==> config.mk <==
export PLATFORM = sky130hd
export DESIGN_NAME = control_path_p_flat
export DESIGN_NICKNAME = d
export VERILOG_FILES = /design/src/rtl/control_path_p_if.sv /design/src/rtl/control_path_p.sv /design/src/flat_wrapper.sv
export SDC_FILE = /design/constraint.sdc
export NUM_CORES = 1
export LEC_CHECK = 0
export CAP_MARGIN = 25
export CORE_MARGIN = 3
export CORE_UTILIZATION = 35
export DETAILED_ROUTE_END_ITERATION = 8
export PLACE_DENSITY = 0.76
export SYNTH_ARGS = -nofsm -noshare
export SYNTH_HDL_FRONTEND = slang
export SYNTH_SLANG_ARGS = --single-unit
==> constraint.sdc <==
create_clock -name clk -period 3.6 [get_ports clk]
set_clock_uncertainty 0.15 [all_clocks]
set_input_delay 0.72 -clock clk [delete_from_list [all_inputs] [get_ports clk]]
set_output_delay 0.72 -clock clk [all_outputs]
set_load 0.02 [all_outputs]
==> src/rtl/control_path_p_if.sv <==
// Handshake bundle between the S/Y machine controller and its environment:
// mode/strobe/flag requests in, regime status and datapath controls out.
interface control_path_p_if #(
    parameter int STEP_W = 2,
    parameter int PH_W   = 2
);
    logic [1:0]        on;
    logic              start;
    logic              abort;
    logic              s_last;
    logic [1:0]        regime;
    logic              active;
    logic              done;
    logic [PH_W-1:0]   phase;
    logic [1:0]        y_select_next;
    logic [STEP_W-1:0] s_step;
    logic              y_en;
    logic              s_en;
    logic              y_store_x;
    logic              s_add;
    logic              s_zero;

    modport master (
        output on, start, abort, s_last,
        input  regime, active, done, phase, y_select_next, s_step,
               y_en, s_en, y_store_x, s_add, s_zero
    );

    modport slave (
        input  on, start, abort, s_last,
        output regime, active, done, phase, y_select_next, s_step,
               y_en, s_en, y_store_x, s_add, s_zero
    );
endinterface

==> src/rtl/control_path_p.sv <==
// Four-regime S/Y machine controller: idle, enumerate, manual step, update.
// Regime/active/phase/done are registered; datapath controls are decoded per cycle.
module control_path_p #(
    parameter int STEP_W      = 2,
    parameter int PH_W        = 2,
    parameter int ENUM_PHASES = 4,
    parameter int ENUM_STEP   = 2,
    parameter int DEC_STEP    = 1,
    parameter int UPD_STEP    = 1
) (
    input  logic             clk,
    input  logic             rst,
    control_path_p_if.slave  bus
);
    typedef enum logic [1:0] {R0 = 2'd0, R1 = 2'd1, R2 = 2'd2, R3 = 2'd3} regime_t;

    typedef struct packed {
        logic [1:0]        ysel;
        logic [STEP_W-1:0] step;
        logic              yen;
        logic              sen;
        logic              ysx;
        logic              sadd;
        logic              szero;
    } ctl_t;

    localparam logic [PH_W-1:0]   PH_INIT = PH_W'(ENUM_PHASES - 1);
    localparam logic [PH_W-1:0]   PH_UPD  = PH_W'(3);
    localparam logic [STEP_W-1:0] ENUM_S  = STEP_W'(ENUM_STEP);
    localparam logic [STEP_W-1:0] DEC_S   = STEP_W'(DEC_STEP);
    localparam logic [STEP_W-1:0] UPD_S   = STEP_W'(UPD_STEP);

    regime_t         rg_q, rg_d;
    logic            act_q, act_d;
    logic            done_q, done_d;
    logic [PH_W-1:0] ph_q, ph_d;
    logic [1:0]      upd_ph;
    ctl_t            ctl;

    // The update sequence only looks at the low two phase bits.
    assign upd_ph = 2'(ph_q);

    always_ff @(posedge clk or negedge rst) begin
        if (!rst) begin
            rg_q   <= R0;
            act_q  <= 1'b0;
            done_q <= 1'b0;
            ph_q   <= PH_INIT;
        end else begin
            rg_q   <= rg_d;
            act_q  <= act_d;
            done_q <= done_d;
            ph_q   <= ph_d;
        end
    end

    always_comb begin
        rg_d   = rg_q;
        act_d  = act_q;
        ph_d   = ph_q;
        done_d = 1'b0;
        ctl    = '0;
        if (bus.abort) begin
            // Cancel beats every other condition, including the final write.
            rg_d  = R0;
            act_d = 1'b0;
            ph_d  = PH_INIT;
        end else begin
            case (rg_q)
                R0: begin
                    rg_d = regime_t'(bus.on);
                    ph_d = (bus.on == 2'd3) ? PH_UPD : PH_INIT;
                end
                R1: begin
                    if (!act_q) begin
                        if (bus.start) begin
                            ctl.szero = 1'b1;
                            ctl.sen   = 1'b1;
                            act_d     = 1'b1;
                            ph_d      = PH_INIT;
                        end
                    end else if (ph_q != '0) begin
                        ph_d = ph_q - 1'b1;
                    end else begin
                        ctl.sen  = 1'b1;
                        ctl.sadd = 1'b1;
                        ctl.step = ENUM_S;
                        ctl.yen  = 1'b1;
                        ph_d     = PH_INIT;
                        if (bus.s_last) begin
                            act_d  = 1'b0;
                            rg_d   = R0;
                            done_d = 1'b1;
                        end
                    end
                end
                R2: begin
                    if (bus.start) begin
                        ctl.sen  = 1'b1;
                        ctl.step = DEC_S;
                        ctl.yen  = 1'b1;
                        ctl.ysel = 2'd1;
                    end else begin
                        rg_d = R0;
                    end
                end
                R3: begin
                    ph_d = ph_q - 1'b1;
                    case (upd_ph)
                        2'd3: begin
                            ctl.ysx = 1'b1;
                            ctl.yen = 1'b1;
                        end
                        2'd2: begin
                            ctl.yen  = 1'b1;
                            ctl.ysel = 2'd3;
                        end
                        2'd1: begin
                            ctl.sen  = 1'b1;
                            ctl.sadd = 1'b1;
                            ctl.step = UPD_S;
                        end
                        2'd0: begin
                            rg_d   = R0;
                            done_d = 1'b1;
                            ph_d   = PH_INIT;
                        end
                    endcase
                end
            endcase
        end
    end

    assign bus.regime        = rg_q;
    assign bus.active        = act_q;
    assign bus.done          = done_q;
    assign bus.phase         = ph_q;
    assign bus.y_select_next = ctl.ysel;
    assign bus.s_step        = ctl.step;
    assign bus.y_en          = ctl.yen;
    assign bus.s_en          = ctl.sen;
    assign bus.y_store_x     = ctl.ysx;
    assign bus.s_add         = ctl.sadd;
    assign bus.s_zero        = ctl.szero;
endmodule

==> src/flat_wrapper.sv <==
// flat-port wrapper written by rule: the top's interface ports become plain ports
module control_path_p_flat 
#(
    parameter int STEP_W      = 2,
    parameter int PH_W        = 2,
    parameter int ENUM_PHASES = 4,
    parameter int ENUM_STEP   = 2,
    parameter int DEC_STEP    = 1,
    parameter int UPD_STEP    = 1
)
  (clk, rst, bus_on, bus_start, bus_abort, bus_s_last, bus_regime, bus_active, bus_done, bus_phase, bus_y_select_next, bus_s_step, bus_y_en, bus_s_en, bus_y_store_x, bus_s_add, bus_s_zero);
  control_path_p_if #(.STEP_W(STEP_W), .PH_W(PH_W)) bus_i ();
  input  logic clk;
  input  logic rst;
  input wire logic [$bits(bus_i.on)-1:0] bus_on;
  input wire logic [$bits(bus_i.start)-1:0] bus_start;
  input wire logic [$bits(bus_i.abort)-1:0] bus_abort;
  input wire logic [$bits(bus_i.s_last)-1:0] bus_s_last;
  output wire logic [$bits(bus_i.regime)-1:0] bus_regime;
  output wire logic [$bits(bus_i.active)-1:0] bus_active;
  output wire logic [$bits(bus_i.done)-1:0] bus_done;
  output wire logic [$bits(bus_i.phase)-1:0] bus_phase;
  output wire logic [$bits(bus_i.y_select_next)-1:0] bus_y_select_next;
  output wire logic [$bits(bus_i.s_step)-1:0] bus_s_step;
  output wire logic [$bits(bus_i.y_en)-1:0] bus_y_en;
  output wire logic [$bits(bus_i.s_en)-1:0] bus_s_en;
  output wire logic [$bits(bus_i.y_store_x)-1:0] bus_y_store_x;
  output wire logic [$bits(bus_i.s_add)-1:0] bus_s_add;
  output wire logic [$bits(bus_i.s_zero)-1:0] bus_s_zero;
  assign bus_i.on = bus_on;
  assign bus_i.start = bus_start;
  assign bus_i.abort = bus_abort;
  assign bus_i.s_last = bus_s_last;
  assign bus_regime = bus_i.regime;
  assign bus_active = bus_i.active;
  assign bus_done = bus_i.done;
  assign bus_phase = bus_i.phase;
  assign bus_y_select_next = bus_i.y_select_next;
  assign bus_s_step = bus_i.s_step;
  assign bus_y_en = bus_i.y_en;
  assign bus_s_en = bus_i.s_en;
  assign bus_y_store_x = bus_i.y_store_x;
  assign bus_s_add = bus_i.s_add;
  assign bus_s_zero = bus_i.s_zero;
  control_path_p #(.STEP_W(STEP_W), .PH_W(PH_W), .ENUM_PHASES(ENUM_PHASES), .ENUM_STEP(ENUM_STEP), .DEC_STEP(DEC_STEP), .UPD_STEP(UPD_STEP)) u_core (.clk(clk), .rst(rst), .bus(bus_i));
endmodule
Word level (Yosys, flattened, before mapping)

Index checks and enable logic that the tools add are counted.

Bits in registers: 6
Output and inout bits: 15
Word-level logic and storage cells: 68

$add $sub $neg: 1
Equality and inequality tests: 12
Multiplexer cells: 43
Reductions and logical operators: 8

Operator list:

| cell                | number |
|---|---|
| $mux 2              | 12 |
| $mux 1              | 21 |
| $ne 3x3->1 const B  | 4 |
| $pmux 4 s3          | 1 |
| $mux 9              | 1 |
| $eq 2x2->1 const B  | 4 |
| $pmux 2 s4          | 1 |
| $pmux 2 s3          | 1 |
| $mux 5              | 1 |
| $reduce_and 5->1    | 1 |
| $eq 2x1->1 const B  | 2 |
| $logic_not 2->1     | 2 |
| $mux 4              | 1 |
| $ne 4x3->1 const B  | 1 |
| $pmux 1 s2          | 2 |
| $pmux 2 s2          | 1 |
| $reduce_bool 2->1   | 2 |
| $reduce_bool 4->1   | 1 |
| $mux 3              | 1 |
| $ne 3x2->1 const B  | 1 |
| $reduce_and 2->1    | 1 |
| $reduce_or 2->1     | 1 |
| $sub 2x1->2 const B | 1 |

Longest topological paths before layout

Depth in word-level cells: 5
Depth in mapped cells: 5
Mapped depth without buffers: 5

Worst setup path after synthesis

No wires, ideal clock.

Path type: input port to output port
Start point: input port bus_abort
End point: output port bus_s_zero
Arrival: 1683 ps
Setup slack: 1047 ps
Cell stages on the path: 2
Path buffers: 1
Path through: clkbuf_1 > nor4b_1

Longest elaborated chain between the ends: 1

Ends and longest elaborated chain:

| element         | RTL line             | RTL |
|---|---|---|
| start, declared | flat_wrapper.sv:17   | `input wire logic [$bits(bus_i.abort)-1:0] bus_abort;` |
| $mux 9          | control_path_p.sv:63 | `if (bus.abort) begin` |
| end, declared   | flat_wrapper.sv:29   | `output wire logic [$bits(bus_i.s_zero)-1:0] bus_s_zero;` |

No other way between the ends.

Worst setup path in the final report

Start point: input port bus_start
End point: output port bus_y_en

Longest elaborated chain between the ends: 3

Ends and longest elaborated chain:

| element         | RTL line             | RTL |
|---|---|---|
| start, declared | flat_wrapper.sv:16   | `input wire logic [$bits(bus_i.start)-1:0] bus_start;` |
| $mux 5          | control_path_p.sv:98 | `if (bus.start) begin` |
| $pmux 4 s3      | control_path_p.sv:69 | `case (rg_q)` |
| $mux 9          | control_path_p.sv:63 |  |
| end, declared   | flat_wrapper.sv:25   | `output wire logic [$bits(bus_i.y_en)-1:0] bus_y_en;` |

No other way between the ends.

==> flow_metrics.py <==
metrics = {
    "logic_synthesis": {
        "postSynthNetCount": 78,
        "netlist_top_cells_area": "sky130_fd_sc_hd__dfrtp_1 (18%), sky130_fd_sc_hd__ha_1 (11%), sky130_fd_sc_hd__dfstp_2 (9.4%)",
        "synth.largest_area_cell": "sky130_fd_sc_hd__dfrtp_1",
        "yosysSeqAreaShare_pct": 27.4,
        "netlist_instances": 66,
        "ys_seq_elements": 6,
        "netlist-cell-type-count": 33,
        "synth_largest_type_area_fraction_pct": 18.0,
        "yosys_warnings": 0,
        "edff_count_synth": 0,
        "synth-main-ff-cell": "sky130_fd_sc_hd__dfrtp_1",
        "syn-mean-instance-area_um2": 8.44,
        "syn-cell-area_um2": 557,
        "postSynth.asyncResetShare_pct": 100,
    },
    "power_and_ir_drop": {
        "total_switching_power_w": 0.0000749,
        "power_frac_seq_pct": 39.0,
        "clock_power_share_pct": 29.8,
        "power.internal_w": 0.000153,
        "p_sw_share_pct": 32.9,
        "power_density_nw_per_um2": 291,
        "ir_drop_worst_case_vdd_mv": 0.198,
        "pwr-share-comb_pct": 31.2,
        "power.static_leakage_nw": 0.313,
    },
    "global_route": {
        "track_usage_pct": 13.8,
        "grt.overflow.total": 0,
        "grt_first_pass_wirelength_um": 2100,
        "grt_pass1_vias": 486,
        "antenna_violations_before_repair": 0,
        "grt_max_degree": 21,
    },
    "clock_network": {
        "clock_latency_at_the_later_pin_of_the_worst_skew_pair_ns": 0.25,
        "holdBufCountCts": 0,
        "cts_root_buf": "sky130_fd_sc_hd__clkbuf_4",
        "cts_htree_levels": 1,
        "post_cts_resized": 0,
        "cts_tree": "yes",
        "tritoncts_num_sinks": 6,
        "clock_path_buffers": 2,
        "cts_buffers": 3,
        "clock_slew_at_reported_path_ffs_ns": 0.04,
        "post-cts-setup-buffer-count": 0,
    },
    "placed_design": {
        "place_area_um2": 757,
        "detailed_place_hpwl_um": 928,
        "io_buffer_count": 21,
        "place_congestion": 0.766,
    },
    "finish": {
        "final_net_count": 99,
        "layout-drive-gt1-share_pct": 10.5,
        "fillerInstances": 132,
        "antenna-diode-count": 0,
        "final_cell_area_um2": 783,
        "area_delta_synth_final_pct": 40.7,
    },
    "drt": {
        "drtIter0Drc": 13,
        "ant_nets": 0,
        "firstDrtPassIters": 2,
        "detailroute.via_count": 546,
        "drt-total-wl_um": 1250,
        "remaining_drc_errors": 0,
        "post_drt_via_cell_ratio": 5.41,
        "routed_wire_length_per_instance_um": 12.3,
    },
    "critical_path": {
        "setup.reg_to_reg.worst_slack_ns": 1.86,
        "worst-endpoint-arrival_ns": 2.40,
        "critical_path.slowest_cell": "sky130_fd_sc_hd__clkdlybuf4s50_1",
        "cp_max_fo": 9,
        "worstPathCellList": "clkdlybuf4s50_1 -> o21ai_0 -> o22a_1 -> nor2_1 -> clkdlybuf4s50_1",
        "cp_data_required_time_ns": 2.73,
        "slowest_delay_ns": 0.64,
        "worstReg2RegStart": "u_core.bus.phase[0]",
        "critical_path.startpoint": "bus_start",
        "r2r-end": "u_core.bus.phase[0]",
        "timing.critical_path.to": "bus_y_en",
        "logic_depth_of_the_worst_register_to_register_path": 5,
        "critical-path-top-cell-by-count": "sky130_fd_sc_hd__clkdlybuf4s50_1",
        "worstSetupPathType": "in -> out",
        "crit_path_capture_type": "primary output",
        "crit_path_start_kind": "primary input",
    },
    "sta": {
        "max_slew_margin_pct": 63.7,
        "maxSlewViolCount": 0,
        "max_freq_mhz": 306,
        "final_period_minus_worst_setup_slack_ns": 3.27,
        "setup_violations": 0,
        "timing.setup.tns_ns": 0,
        "hold-worst-slack_ns": 0.536,
        "setup_repair_after_global_routing_missed_its_margin": "false",
        "period_share_pct": 90.8,
        "final_hold_viols": 0,
        "measured_slew_at_the_worst_slew_check_pin_ns": 0.544,
    },
    "floorplan": {
        "die_x_um": 45.9,
        "start_util_pct": 39.8,
        "top_level_ports": 22,
        "row_count": 13,
        "design.die.area_um2": 2110,
        "dieHeight_um": 45.9,
        "core_um2": 1400,
    },
    "outcome": {
        "outcome": "complete, no violations",
    },
    "min_path": {
        "hold_path.startpoint": "u_core.bus.phase[0]",
        "hold_class": "reg -> reg",
    },
    "run": {
        "drv.max_cap_violation_count": 0,
    },
}
[critical path: cells and delay by family]
kind | cells | cell delay [ns]
compound gates | 2 | 0.34
simple gates | 1 | 0.08
buf+inv | 2 | 1.25
[how the worst min path moves through the flow]
stage | endpoint | slack (ns) | depth (start not counted)
final | u_core.bus.phase[0] | 0.54 | 2
after global routing | u_core.bus.phase[0] | 0.56 | 2
after CTS | u_core.bus.phase[0] | 0.54 | 2
after detailed placement | u_core.bus.phase[0] | 0.52 | 2
after global placement | u_core.bus.phase[0] | 0.51 | 2
after floorplan | u_core.bus.active | 0.27 | 0
[power by group through the flow]
stage          Clock [W]  Combinational, W  Sequential, W
2_1_floorplan          0         0.0000488      0.0000846
3_3_place_gp           0         0.0000715      0.0000893
3_5_place_dp           0         0.0000712      0.0000896
4_1_cts        0.0000714         0.0000716      0.0000886
5_1_grt        0.0000763         0.0000784      0.0000908
6_report       0.0000678         0.0000710      0.0000887
[cell families after synthesis]
group | synth area share [%]
and+or+nand+nor | 27.6
AOI/OAI and AO/OA | 19.1
buffers and inverters | 7.19
DFF | 27.4
adders and majority gates | 11.2
muxes | 7.42
[stage by stage]
| stage | util (%) | setup slack (ns) | cells | total power [W] |
|---|---|---|---|---|
| 2_1_floorplan | - | 1.05 | 66 | 0.000133 |
| 3_3_place_gp | 54.1 | 0.320 | 97 | 0.000161 |
| 3_5_place_dp | 54.1 | 0.324 | 97 | 0.000161 |
| 4_1_cts | 56.0 | 0.318 | 101 | 0.000232 |
| 5_1_grt | 56.0 | 0.186 | 101 | 0.000245 |
| 6_report | 56.0 | 0.330 | 101 | 0.000228 |
[sequential cells by signal, indices dropped and copies added (netlist names)]
signal             count
u_core.bus.done        1
u_core.bus.active      1
u_core.bus.phase       2
u_core.bus.regime      2
[routing by layer]
metal	GRT usage, %	wire length [um]	vias to the layer above
met4	2.27	0	0
met3	7.51	99	0
met2	19.8	568	17
met1	18.2	576	253
met5	0	0	-
li1	-	-	276
[cell usage after synthesis, types with 3 or more instances]
| cell type | count |
|---|---|
| sky130_fd_sc_hd__nand2_1 | 5 |
| sky130_fd_sc_hd__nor2_1 | 6 |
| sky130_fd_sc_hd__nor2b_1 | 3 |
| sky130_fd_sc_hd__a21oi_1 | 3 |
| sky130_fd_sc_hd__dfrtp_1 | 4 |
| sky130_fd_sc_hd__mux2i_1 | 3 |
| sky130_fd_sc_hd__ha_1 | 5 |
| sky130_fd_sc_hd__o21ai_0 | 5 |
| sky130_fd_sc_hd__inv_1 | 3 |
[cell usage in the layout, fill, tap and decap left out, drive strengths merged]
cell,synthesis,final
a31o,1,1
a2bb2oi,1,1
or4,1,1
nor2,6,6
nor4b,1,1
o22a,1,1
nand2,5,5
ha,5,5
and2,1,1
o211ai,1,1
clkdlybuf4s50,0,21
mux2,1,1
or3b,1,1
nand2b,1,1
inv,3,3
dfstp,2,2
nand3,1,1
nor3,2,2
mux2i,3,3
a211oi,1,1
or2b,1,1
o21ai,5,5
a21oi,3,3
nor3b,1,1
nor4,1,1
a32oi,1,1
and3,2,2
clkbuf,2,4
a311o,1,1
a31oi,1,1
nor2b,3,3
dfrtp,4,4
[cell type report]
type,count,area (um2),area share [%]
inverter,3,11.3,1.44
timing repair buffer,21,210,26.8
multi-input combinational,52,364,46.5
sequential,6,153,19.5
clock buffer,4,26.3,3.35
tap,15,18.8,2.40
(Power assumes the default switching activity.)
